==> config.mk <==
export PLATFORM = sky130hd
export DESIGN_NAME = snd_gain_mixer
export DESIGN_NICKNAME = d
export VERILOG_FILES = /design/src/rtl/snd_mix_pkg.sv /design/src/rtl/snd_mix_sat.sv /design/src/rtl/snd_gain_mixer.sv
export SDC_FILE = /design/constraint.sdc
export NUM_CORES = 2
export LEC_CHECK = 0
export CORE_MARGIN = 5
export CORE_UTILIZATION = 60
export CTS_BUF_LIST = sky130_fd_sc_hd__clkbuf_16
export CTS_CLUSTER_DIAMETER = 50
export CTS_CLUSTER_SIZE = 30
export DETAILED_ROUTE_END_ITERATION = 12
export PLACE_DENSITY = 0.79
export SYNTH_ARGS = -nofsm -noshare
export SYNTH_HDL_FRONTEND = slang
export SYNTH_HIERARCHICAL = 1
export SYNTH_SLANG_ARGS = --single-unit
==> constraint.sdc <==
create_clock -name clk -period 8.7 [get_ports clk]
set_input_delay 1.74 -clock clk [delete_from_list [all_inputs] [get_ports clk]]
set_output_delay 1.74 -clock clk [all_outputs]
set_load 0.05 [all_outputs]
==> src/rtl/snd_mix_pkg.sv <==
// Shared constants for the snd_gain_mixer slice: gain format (4.4 unsigned) and channel count.
package snd_mix_pkg;
   localparam int                GAIN_W     = 8;
   localparam int                GAIN_FRAC  = 4;
   localparam logic [GAIN_W-1:0] GAIN_UNITY = 8'h10;
   localparam int                NUM_CH     = 4;
endpackage

==> src/rtl/snd_mix_sat.sv <==
// Signed saturator: narrows a WIN-bit value to WOUT bits, clamping to the rails and flagging a clip.
module snd_mix_sat #(
   parameter int WIN  = 27,
   parameter int WOUT = 16
) (
   input  logic signed [WIN-1:0]  i_val,
   output logic signed [WOUT-1:0] o_val,
   output logic                   o_clip
);
   logic w_fits;

   // The value fits when every bit above the output sign bit copies the input sign.
   assign w_fits = (i_val[WIN-1:WOUT-1] == {(WIN-WOUT+1){i_val[WIN-1]}});

   always_comb begin
      o_clip = !w_fits;
      if (w_fits) begin
         o_val = i_val[WOUT-1:0];
      end else if (i_val[WIN-1]) begin
         o_val = {1'b1, {(WOUT-1){1'b0}}};
      end else begin
         o_val = {1'b0, {(WOUT-1){1'b1}}};
      end
   end
endmodule

==> src/rtl/snd_gain_mixer.sv <==
// Four-channel signed mixer: per-channel 4.4 gain, sum, >>>4, saturate; two cen ticks of latency.
// Optional SND_MIX_PEAK_HOLD_EN stretches the peak flag for PEAK_HOLD cen ticks after a clip.
module snd_gain_mixer
   import snd_mix_pkg::*;
#(
   parameter int W0        = 16,
   parameter int W1        = 16,
   parameter int W2        = 16,
   parameter int W3        = 16,
   parameter int WOUT      = 16,
   parameter int PEAK_HOLD = 1024
) (
   input  logic                   clk,
   input  logic                   rst_n,
   input  logic                   cen,
   input  logic signed [W0-1:0]   ch0,
   input  logic signed [W1-1:0]   ch1,
   input  logic signed [W2-1:0]   ch2,
   input  logic signed [W3-1:0]   ch3,
   input  logic [GAIN_W-1:0]      gain0,
   input  logic [GAIN_W-1:0]      gain1,
   input  logic [GAIN_W-1:0]      gain2,
   input  logic [GAIN_W-1:0]      gain3,
   output logic signed [WOUT-1:0] mixed,
   output logic                   peak
);
   localparam int PW = WOUT + GAIN_W + 1;
   localparam int SW = WOUT + 11;

   logic signed [WOUT-1:0] w_ext  [NUM_CH];
   logic [GAIN_W-1:0]      w_gain [NUM_CH];
   logic signed [PW-1:0]   w_prod [NUM_CH];
   logic signed [PW-1:0]   r_prod [NUM_CH];
   logic signed [SW-1:0]   w_sum;
   logic signed [SW-1:0]   w_scaled;
   logic signed [WOUT-1:0] w_sat;
   logic                   w_clip;
   logic signed [WOUT-1:0] r_mixed;
   logic                   r_peak;

   // Channels wider than the output are not supported; this empty block marks such a build.
   if (W0 > WOUT || W1 > WOUT || W2 > WOUT || W3 > WOUT || PEAK_HOLD < 1) begin : g_invalid_params
   end

   assign w_ext[0]  = WOUT'(ch0);
   assign w_ext[1]  = WOUT'(ch1);
   assign w_ext[2]  = WOUT'(ch2);
   assign w_ext[3]  = WOUT'(ch3);
   assign w_gain[0] = gain0;
   assign w_gain[1] = gain1;
   assign w_gain[2] = gain2;
   assign w_gain[3] = gain3;

   for (genvar gi = 0; gi < NUM_CH; gi++) begin : g_mul
      assign w_prod[gi] = PW'(w_ext[gi]) * $signed(PW'({1'b0, w_gain[gi]}));
   end

   always_ff @(posedge clk) begin
      for (int i = 0; i < NUM_CH; i++) begin
         if (!rst_n) begin
            r_prod[i] <= '0;
         end else if (cen) begin
            r_prod[i] <= w_prod[i];
         end
      end
   end

   always_comb begin
      w_sum = '0;
      for (int i = 0; i < NUM_CH; i++) begin
         w_sum = w_sum + SW'(r_prod[i]);
      end
   end

   assign w_scaled = w_sum >>> GAIN_FRAC;

   snd_mix_sat #(
      .WIN  (SW),
      .WOUT (WOUT)
   ) u_sat (
      .i_val  (w_scaled),
      .o_val  (w_sat),
      .o_clip (w_clip)
   );

`ifdef SND_MIX_PEAK_HOLD_EN
   localparam int HOLD_CW = $clog2(PEAK_HOLD + 1);

   logic [HOLD_CW-1:0] r_hold_cnt;

   // Peak stays up for the clip tick plus PEAK_HOLD clean ticks after it.
   always_ff @(posedge clk) begin
      if (!rst_n) begin
         r_mixed    <= '0;
         r_peak     <= 1'b0;
         r_hold_cnt <= '0;
      end else if (cen) begin
         r_mixed <= w_sat;
         if (w_clip) begin
            r_hold_cnt <= HOLD_CW'(PEAK_HOLD);
            r_peak     <= 1'b1;
         end else if (r_hold_cnt != '0) begin
            r_hold_cnt <= r_hold_cnt - 1'b1;
            r_peak     <= 1'b1;
         end else begin
            r_peak     <= 1'b0;
         end
      end
   end
`else
   always_ff @(posedge clk) begin
      if (!rst_n) begin
         r_mixed <= '0;
         r_peak  <= 1'b0;
      end else if (cen) begin
         r_mixed <= w_sat;
         r_peak  <= w_clip;
      end
   end
`endif

   assign mixed = r_mixed;
   assign peak  = r_peak;
endmodule

==> run_results.csv <==
group,metric,value,unit
clock_tree,htree_levels,4,
routing,vias,18500,
synthesis,synth_commonest_cells,"inv_1 (613), fa_1 (458), and2_1 (285), nand2_1 (285), ha_1 (224)",
floorplanning,die_x,215,um
floorplanning,die_h,215,um
sta,rsz0062_at_grt,"false",
synthesis,syn-mean-instance-area,9.27,um^2
sta,setup_viol,0,
floorplanning,fp-row-count,75,
run_status,status,"finished, final reports clean",
worst_setup_path,crit_required,8.85,ns
grt,grt_usage,0.251,
synthesis,synth-seq-cells,117,
place,place_hpwl,46000,um
clock_tree,post_cts_resize_count,0,
place,place_congestion,0.897,
grt,grt_overflow,0,
grt,grt_max_degree,91,
synthesis,synth-async-reset-ratio,0,
place,port_buffers,115,
routing,routed.top_layer,"met4",
routing,met3_wirelength,3290,um
routing,wl,55600,um
synthesis,syn_area,0.0251,mm^2
routing,drc,0,
final_layout,nets,3561,
clock_tree,cts_setup_buffers,0,
sta,tightest_slew,1.14,ns
sta,period_share,0.783,
synthesis,synth-edff-count,100,
routing,met1Wirelength,21900,um
worst_hold_path,min_path_type,"flop to flop",
routing,drt_iter0_drc,1200,
grt,grt_pass1_vias,20200,
clock_tree,worst_skew_pair.late_latency,0.42,ns
synthesis,synth.area.top_cells,"fa_1 (36%), edfxtp_1 (12%), ha_1 (11%), inv_1 (9.2%), and2_1 (7.1%)",
synthesis,synth-main-ff-cell,"edfxtp_1",
sta,slew_violations,0,
clock_tree,clk_pin_slew,0.06,ns
run,cap_violations,0,
routing,first_pass_iters,7,
clock_tree,cts_tree,"yes",
floorplanning,coreArea,0.0417,mm^2
final_layout,n_antenna_cell,0,
routing,wl_met2,29000,um
sta,fmax,147,MHz
sta,tns,0,ns
routing,ant_nets,0,
worst_setup_path,worst-setup-path-type,"primary input to flop",
final_layout,synthToLayoutAreaGrowth,8.78,%
floorplanning,start_util,0.603,
synthesis,netlist_instances,2710,
synthesis,yosysWarnings,6,
synthesis,synth_fp_nets,3491,
synthesis,synth.most_common_cell,"inv_1",
routing,wl_per_cell,16.7,um
floorplanning,dieArea,0.0461,mm^2
worst_setup_path,arrival,6.96,ns
synthesis,yosysSeqAreaShare,0.133,
synthesis,synth.top_cell.area_share,0.365,
routing,via_per_inst,5.56,
clock_tree,cts_sinks,117,
clock_tree,postCtsHoldBufs,0,
worst_setup_path,cp_max_fo,16,
sta,relSlewSlack,0.242,
floorplanning,pin_count,116,
clock_tree,root_buffer,"clkbuf_16",
grt,grt_pass1_wl,96300,um
clock_tree,cts_buffers,17,
sta,finClkSkew,0.00724,ns
final_layout,drive_gt1_frac,0.0229,
worst_setup_path,critical_path.startpoint_type,"primary input",
grt,antenna_found_initial,1,
sta,hold_viol,0,
sta,period_minus_slack,6.81,ns
clock_tree,clock_path_buffers,2,
synthesis,yosysTopAreaCell,"fa_1",
worst_setup_path,cp-end-kind,"flop",
synthesis,synth_cell_types,76,
==> per-layer routing <==
layer | vias up | GRT usage
met3 | 115 | 0.0332
met4 | 0 | 0.0646
li1 | 8545 | -
met2 | 534 | 0.450
met1 | 9344 | 0.324
met5 | - | 0
==> state kept, by name, indices dropped and copies added (netlist names) <==
register  count
r_prod      100
mixed        16
peak          1
==> logic make-up after synthesis <==
| logic type | after synthesis | synth area share |
|---|---|---|
| buffers and inverters | 681 | 0.103 |
| flip-flops | 117 | 0.133 |
| adder cells (fa/ha/maj) | 682 | 0.477 |
| multiplexers | 20 | 0.00797 |
| AND/OR/NAND/NOR | 819 | 0.166 |
| XOR/XNOR | 96 | 0.0335 |
| AO/OA/AOI/OAI | 295 | 0.0802 |
==> through the flow <==
stage	hold slack, ns	cell area (um^2)	worst slack [ns]	cells	utilization
after floorplan	0.744	25100	2.48	2710	-
after global placement	0.496	26700	1.62	3300	0.641
after detailed placement	0.504	26700	1.47	3300	0.641
after CTS	0.518	27300	1.90	3332	0.656
after global routing	0.548	27300	1.49	3332	0.656
final	0.516	27300	1.89	3332	0.656
==> layout by cell type, fill, tap and decap left out, drive strengths merged, types with 4 or more instances in the layout <==
cell,synthesis,final
nand2,285,285
and3,33,33
a21o,50,50
edfxtp,100,100
a2111oi,6,6
xor2,39,39
bufinv,0,4
fa,458,458
nor4,8,8
clkdlybuf4s50,0,114
clkbuf,60,17
mux2i,20,20
dfxtp,17,17
nand3,8,8
nand4b,4,4
ha,224,224
a21oi,80,80
clkinv,0,5
inv,613,617
o21a,16,16
or4,4,4
nand2b,8,8
nand4,20,20
nor3,31,31
o211ai,6,6
xnor2,57,57
nor2b,21,21
buf,8,5
a31oi,14,14
and2,285,285
nor2,99,99
o21ai,62,62
o21bai,9,9
a211oi,12,12
nor3b,4,4
==> path summary, 6_finish.rpt <==
check        cells past startpoint    startpoint             to  slack, ns
max                             16      gain3[0]  r_prod[1][48]       1.89
min                              2     mixed[10]      mixed[10]       0.52
max reg2reg                     16  r_prod[1][7]      mixed[14]       3.45
min reg2reg                      2     mixed[10]      mixed[10]       0.52
==> worst max-delay path, cell delays in order <==
cell,delay [ns]
clkdlybuf4s50_1,0.89
nand2_1,0.26
fa_1,0.78
inv_1,0.11
fa_1,0.48
fa_1,0.56
inv_1,0.06
fa_1,0.48
inv_1,0.04
ha_1,0.38
a21oi_1,0.36
nor2b_1,0.09
o21a_1,0.19
a2111oi_2,0.32
xor2_1,0.18
nor2_1,0.05
==> area by class of cell <==
cell class,instances,area [um^2]
clock inverter,15,188
timing repair buffer,119,1180
sequential,117,3340
tap,539,674
fill,3379,14300
clock buffer,17,425
inverter,613,2300
multi-input combinational,1912,19200
Power is left out: the tool's default activity adds up to more than one toggle a clock period on the data nets, which glitch-free logic cannot reach.
